<file path="src/rtl/mem_ctrl_pkg.sv">
// Shared CPU defines: EX opcodes, memory size codes and
// memory controller state encodings.
package mem_ctrl_pkg;

    typedef enum logic [3:0] {
        EX_ADD, EX_SUB, EX_AND, EX_OR,
        EX_XOR, EX_SLL, EX_SRL, EX_SRA,
        EX_SLT, EX_SLTU, EX_LD, EX_ST,
        EX_BR, EX_JMP
    } ex_op_t;

    localparam logic [1:0] SZ_B = 2'd0;
    localparam logic [1:0] SZ_H = 2'd1;
    localparam logic [1:0] SZ_W = 2'd2;
    localparam logic [1:0] SZ_X = 2'd3;

    typedef enum logic [1:0] {
        IDLE = 2'd0,
        BUSY = 2'd1,
        DONE = 2'd2
    } mc_state_t;

    // The reserved code 3 is served as a full word.
    function automatic logic [2:0] size_bytes(input logic [1:0] len);
        logic [2:0] n;
        case (len)
            SZ_B:    n = 3'd1;
            SZ_H:    n = 3'd2;
            default: n = 3'd4;
        endcase
        return n;
    endfunction

endpackage

</file>
<file path="src/rtl/mem_ctrl.sv">
// Byte-serial memory controller: arbitrates fetch and load/store
// requests onto an 8-bit synchronous RAM port.
module mem_ctrl
    import mem_ctrl_pkg::*;
#(
    parameter int ADDR_W = 32
) (
    input  logic              clk,
    input  logic              rst,
    input  logic              rdy,
    input  logic              if_req,
    input  logic [ADDR_W-1:0] if_addr,
    output logic              if_done,
    output logic [31:0]       if_data,
    input  logic              mem_req,
    input  logic              mem_we,
    input  logic [ADDR_W-1:0] mem_addr,
    input  logic [1:0]        mem_len,
    input  logic [31:0]       mem_wdata,
    output logic              mem_done,
    output logic [31:0]       mem_rdata,
    input  logic              jump_flag,
    output logic [ADDR_W-1:0] ram_a,
    output logic              ram_wr,
    output logic [7:0]        ram_dout,
    input  logic [7:0]        ram_din
);

    mc_state_t         state_q, state_d;
    logic [2:0]        cnt_q, cnt_d;
    logic [2:0]        nb_q, nb_d;
    logic              we_q, we_d;
    logic              fetch_q, fetch_d;
    logic [31:0]       wdata_q, wdata_d;
    logic [31:0]       buf_q, buf_d;
    logic [ADDR_W-1:0] ram_a_q, ram_a_d;
    logic              ram_wr_q, ram_wr_d;
    logic [7:0]        ram_dout_q, ram_dout_d;
    logic              if_done_q, if_done_d;
    logic              mem_done_q, mem_done_d;
    logic [31:0]       if_data_q, if_data_d;
    logic [31:0]       mem_rdata_q, mem_rdata_d;

    logic        abort;
    logic        last;
    logic        adv;
    logic [1:0]  rd_idx;
    logic [1:0]  wr_idx;
    logic [31:0] asm_w;

    assign abort  = fetch_q & jump_flag;
    assign last   = we_q ? (cnt_q == nb_q - 3'd1)
                         : (cnt_q == nb_q);
    assign adv    = (cnt_q + 3'd1) < nb_q;
    assign rd_idx = cnt_q[1:0] - 2'd1;
    assign wr_idx = cnt_q[1:0] + 2'd1;

    // Byte k arrives one cycle after its address, i.e. while cnt = k+1.
    always_comb begin
        asm_w = buf_q;
        asm_w[{rd_idx, 3'b000} +: 8] = ram_din;
    end

    always_ff @(posedge clk) begin
        if (rst) begin
            state_q     <= IDLE;
            cnt_q       <= '0;
            nb_q        <= '0;
            we_q        <= 1'b0;
            fetch_q     <= 1'b0;
            wdata_q     <= '0;
            buf_q       <= '0;
            ram_a_q     <= '0;
            ram_wr_q    <= 1'b0;
            ram_dout_q  <= '0;
            if_done_q   <= 1'b0;
            mem_done_q  <= 1'b0;
            if_data_q   <= '0;
            mem_rdata_q <= '0;
        end else begin
            state_q     <= state_d;
            cnt_q       <= cnt_d;
            nb_q        <= nb_d;
            we_q        <= we_d;
            fetch_q     <= fetch_d;
            wdata_q     <= wdata_d;
            buf_q       <= buf_d;
            ram_a_q     <= ram_a_d;
            ram_wr_q    <= ram_wr_d;
            ram_dout_q  <= ram_dout_d;
            if_done_q   <= if_done_d;
            mem_done_q  <= mem_done_d;
            if_data_q   <= if_data_d;
            mem_rdata_q <= mem_rdata_d;
        end
    end

    always_comb begin
        state_d = state_q;
        unique case (state_q)
            IDLE: begin
                if (mem_req || (if_req && !jump_flag))
                    state_d = BUSY;
            end
            BUSY: begin
                if (abort)
                    state_d = IDLE;
                else if (last)
                    state_d = DONE;
            end
            DONE:    state_d = IDLE;
            default: state_d = IDLE;
        endcase
        if (!rdy)
            state_d = state_q;
    end

    always_comb begin
        cnt_d       = cnt_q;
        nb_d        = nb_q;
        we_d        = we_q;
        fetch_d     = fetch_q;
        wdata_d     = wdata_q;
        buf_d       = buf_q;
        ram_a_d     = ram_a_q;
        ram_wr_d    = ram_wr_q;
        ram_dout_d  = ram_dout_q;
        if_done_d   = if_done_q;
        mem_done_d  = mem_done_q;
        if_data_d   = if_data_q;
        mem_rdata_d = mem_rdata_q;
        if (rdy) begin
            ram_wr_d   = 1'b0;
            if_done_d  = 1'b0;
            mem_done_d = 1'b0;
            unique case (state_q)
                IDLE: begin
                    if (mem_req) begin
                        cnt_d      = '0;
                        nb_d       = size_bytes(mem_len);
                        we_d       = mem_we;
                        fetch_d    = 1'b0;
                        wdata_d    = mem_wdata;
                        buf_d      = '0;
                        ram_a_d    = mem_addr;
                        ram_dout_d = mem_wdata[7:0];
                        ram_wr_d   = mem_we;
                    end else if (if_req && !jump_flag) begin
                        cnt_d      = '0;
                        nb_d       = 3'd4;
                        we_d       = 1'b0;
                        fetch_d    = 1'b1;
                        wdata_d    = '0;
                        buf_d      = '0;
                        ram_a_d    = if_addr;
                        ram_dout_d = '0;
                    end
                end
                BUSY: begin
                    if (!abort) begin
                        if (!we_q && cnt_q != 3'd0)
                            buf_d = asm_w;
                        if (last) begin
                            if (fetch_q) begin
                                if_done_d = 1'b1;
                                if_data_d = asm_w;
                            end else begin
                                mem_done_d = 1'b1;
                                if (!we_q)
                                    mem_rdata_d = asm_w;
                            end
                        end else begin
                            cnt_d = cnt_q + 3'd1;
                            if (adv) begin
                                ram_a_d    = ram_a_q + ADDR_W'(1);
                                ram_dout_d = wdata_q[{wr_idx, 3'b000} +: 8];
                                ram_wr_d   = we_q;
                            end
                        end
                    end
                end
                DONE:    ;
                default: ;
            endcase
        end
    end

    // A stalled cycle must never strobe the RAM, and a redirect seen in
    // the done cycle of a fetch cancels the fetched word.
    assign ram_wr    = ram_wr_q & rdy;
    assign if_done   = if_done_q & ~jump_flag;
    assign mem_done  = mem_done_q;
    assign ram_a     = ram_a_q;
    assign ram_dout  = ram_dout_q;
    assign if_data   = if_data_q;
    assign mem_rdata = mem_rdata_q;

endmodule

</file>
<file path="config.mk">
export PLATFORM = sky130hd
export DESIGN_NAME = mem_ctrl
export DESIGN_NICKNAME = d
export VERILOG_FILES = /design/src/rtl/mem_ctrl_pkg.sv /design/src/rtl/mem_ctrl.sv
export SDC_FILE = /design/constraint.sdc
export NUM_CORES = 1
export LEC_CHECK = 0
export ABC_AREA = 1
export BUFFER_PORTS_ARGS = -buffer_cell sky130_fd_sc_hd__buf_2
export CORE_MARGIN = 3
export CORE_UTILIZATION = 45
export CTS_CLUSTER_DIAMETER = 50
export DETAILED_ROUTE_END_ITERATION = 16
export HOLD_SLACK_MARGIN = 0.03
export PLACE_DENSITY = 0.69
export SLEW_MARGIN = 20
export SYNTH_ARGS = -nofsm -noshare
export SYNTH_HDL_FRONTEND = slang
export SYNTH_SLANG_ARGS = --single-unit
</file>
<file path="constraint.sdc">
create_clock -name clk -period 3.2 [get_ports clk]
set_input_delay 0.48 -clock clk [delete_from_list [all_inputs] [get_ports clk]]
set_output_delay 0.48 -clock clk [all_outputs]
set_load 0.02 [all_outputs]
</file>
==> impl_metrics.toml <==
[run_status]
status = "finished, final reports clean"

[grt]
gr-total-overflow = 0
grt_start_max_net_pins = 63
gr-usage-all-layers_pct = 23.94
grt_pass1_wl_microns = 43950
antenna_found_initial = 1
grt_pass1_vias = 8873

[clock_tree]
root_buffer = "clkbuf_16"
cts_tree = "yes"
htreeDepth = 4
path_clk_slew_ps = 70
post_cts_buffers = 0
cts_inserted_buffers = 17
clkLatencyLatePin_ps = 430
clkSinkCount = 181
ctsHoldBuffers = 0
cts-resized-gates = 0
clockBufferDepth = 2

[logic_synthesis]
synth_cell_types = 36
ys_seq_area_share_pct = 39.11
yosysMostFrequentCell = "nor2_1"
yosysWarnings = 0
synth_top_area_share_pct = 39.11
syn-cell-area_sq_mm = 0.009264
syn_inst = 1479
synth_edf_count = 0
synth_fp_nets = 1602
async_flop_share_pct = 0
syn_avg_cell_area_sq_um = 6.264
synth_largest_area_cell = "dfxtp_1"
ys_top_cells_by_area = "dfxtp_1 39%, nor2_1 14%, nand2_1 14%"
synthFlopType = "dfxtp_1"
ys_ff_latch = 181
synth_common_cells = "356 x nor2_1, 344 x nand2_1, 181 x dfxtp_1"

[timing]
setup_slack_ps = 535.6
hold_viol_final = 0
grt_setup_unrepaired = "false"
setup_violations = 0
timing.final.crit_share_pct = 83.26
tightestPinTransition_ps = 763.2
min_period_ps = 2664
drv_slew = 0
setup_tns_ps = 0
finClkSkew_ps = 14.89
whs_ps = 292.9
relSlewSlack_pct = 48.92
clock.fmax_ghz = 0.3753

[critical_path]
cp_max_fo = 55
crit_path_end_kind = "register"
cp.required_ps = 3510
start_kind = "register"
rr_worst_depth = 11
critical-path-max-stage-delay_ps = 350
critical_path_arrival_ps = 2970
critPathSlowestCell = "nand3_2"
worstSetupPathType = "register to register"
crit_chain = "buf_4, ha_1, xor2_1, ha_1, a21oi_1, nand2_1, nand2_1, nand3_2, buf_12, a21oi_1, nor2_1"

[floorplanning]
fp-row-count = 51
ioPinCount = 220
die-width_microns = 149.5
die-area_sq_mm = 0.02234
start_util_pct = 46.68
die_y_microns = 149.5
core-area_sq_mm = 0.01985

[drt]
drtIter0Drc = 800
avgViaCountPerCell = 5.054
first_pass_iters = 7
drc = 0
routed_wl_microns = 27160
drtAntennaViolNets = 0
via_count = 9764
wl_per_cell_microns = 14.06

[placed_design]
portBuffers = 219
hpwl_microns = 19130
place_area_sq_mm = 0.01049
routabilityCongestion = 0.8622
place_ws_ps = 558.5

[pwr]
ir_drop_uv = 333.9
p_sw_w = 0.002024
p_clk_share_pct = 34.6
power_leakage_nw = 5.362
power_w = 0.006023
powerDensity_mw_per_mm2 = 544.0
p_int_w = 0.003999
sw_frac_of_total_pct = 33.61
pwr-share-comb_pct = 23.0
pwr-share-seq_pct = 42.4

[final_layout]
drive_above_1_share_pct = 17.30
stdcell_area_sq_mm = 0.01107
multiInputGateArea_sq_mm = 0.004766
num-nets-final = 1776
seq_area_sq_mm = 0.003623
areaGrowthSynthToFinish_pct = 19.50
n_fill_cell = 1992

[worst_hold_path]
holdPathStages = 3
hp-class = "primary input to register"

[job]
maxCapViolCount = 0
final timing paths:
check | start | end | slack, ps
hold reg to reg | wdata_q[13] | wdata_q[13] | 460
hold / removal | mem_wdata[26] | wdata_q[26] | 290
setup / recovery | cnt_q[0] | ram_dout[4] | 540
setup reg to reg | cnt_q[0] | ram_dout[4] | 540
layer usage:
layer	track usage (%)	part of all wire [%]	wire [microns]
met1	33.64	46	12490
met2	38.03	46	12510
met3	4.028	6.1	1659
met4	6.957	1.8	497
met5	0	0	0
cells by family (layout without fill, tap and decap cells):
family,count (synthesis),after routing,synth area share (%)
AND/OR/NAND/NOR,786,786,33.71
adder cells (fa/ha/maj),10,10,1.351
flip-flops,181,181,39.11
other,0,2,0
AO/OA/AOI/OAI,282,282,16.11
XOR/XNOR,2,2,0.1891
buffers and inverters,218,404,9.522
area by class of cell:
type / instances / area share [%]
well taps: 265 / 2.995
clock inverters: 13 / 1.266
multi-input cells: 1080 / 43.05
flip-flops and latches: 181 / 32.73
diodes: 2 / 0.04521
clock buffers: 18 / 3.967
inverters: 137 / 4.668
repair buffers: 236 / 11.28
worst max-delay path, delay by kind of cell (launching register included):
kind	cells	cell delay (ps)
adder cells (fa/ha/maj)	2	490
flip-flops	1	340
XOR/XNOR	1	200
buffers and inverters	2	630
AO/OA/AOI/OAI	2	290
AND/OR/NAND/NOR	4	590
registers in the layout, indices dropped and copies added (netlist names), 3 cells and up:
register	cells
ram_dout	8
mem_rdata	32
cnt_q	3
if_data	32
wdata_q	32
nb_q	3
buf_q	32
ram_a	32
per-stage QoR:
step                instances  utilization [%]
floorplan                1479                -
global placement         1899            52.84
detailed placement       1899            52.84
CTS                      1930            55.76
global route             1931            55.77
finish                   1932            55.78
cell usage in the layout, fill, tap and decap left out, types with 3 or more instances in the layout:
cell	synthesis	final
nor2_1	356	356
nand2_1	344	344
buf_2	31	219
dfxtp_1	181	181
o21ai_0	127	127
inv_1	126	125
a21oi_1	91	91
nand3_1	51	51
o22ai_1	29	29
clkbuf_16	0	17
o21ai_1	16	16
buf_4	2	15
nor3_1	13	13
nand4_1	12	12
ha_1	10	10
inv_2	8	8
a31oi_1	6	6
o21bai_1	5	5
clkinv_2	1	4
nor2_4	3	3
inv_6	0	3
inv_8	0	3
power by group through the flow:
stage | combinational, W | clock, W | sequential, W
after global placement | 0.00135 | 0 | 0.00260
after global routing | 0.00157 | 0.00221 | 0.00257
after detailed placement | 0.00137 | 0 | 0.00260
final | 0.00139 | 0.00208 | 0.00255
after floorplan | 0.000861 | 0 | 0.00269
after CTS | 0.00138 | 0.00212 | 0.00255
Power figures use the tool's default switching activity.
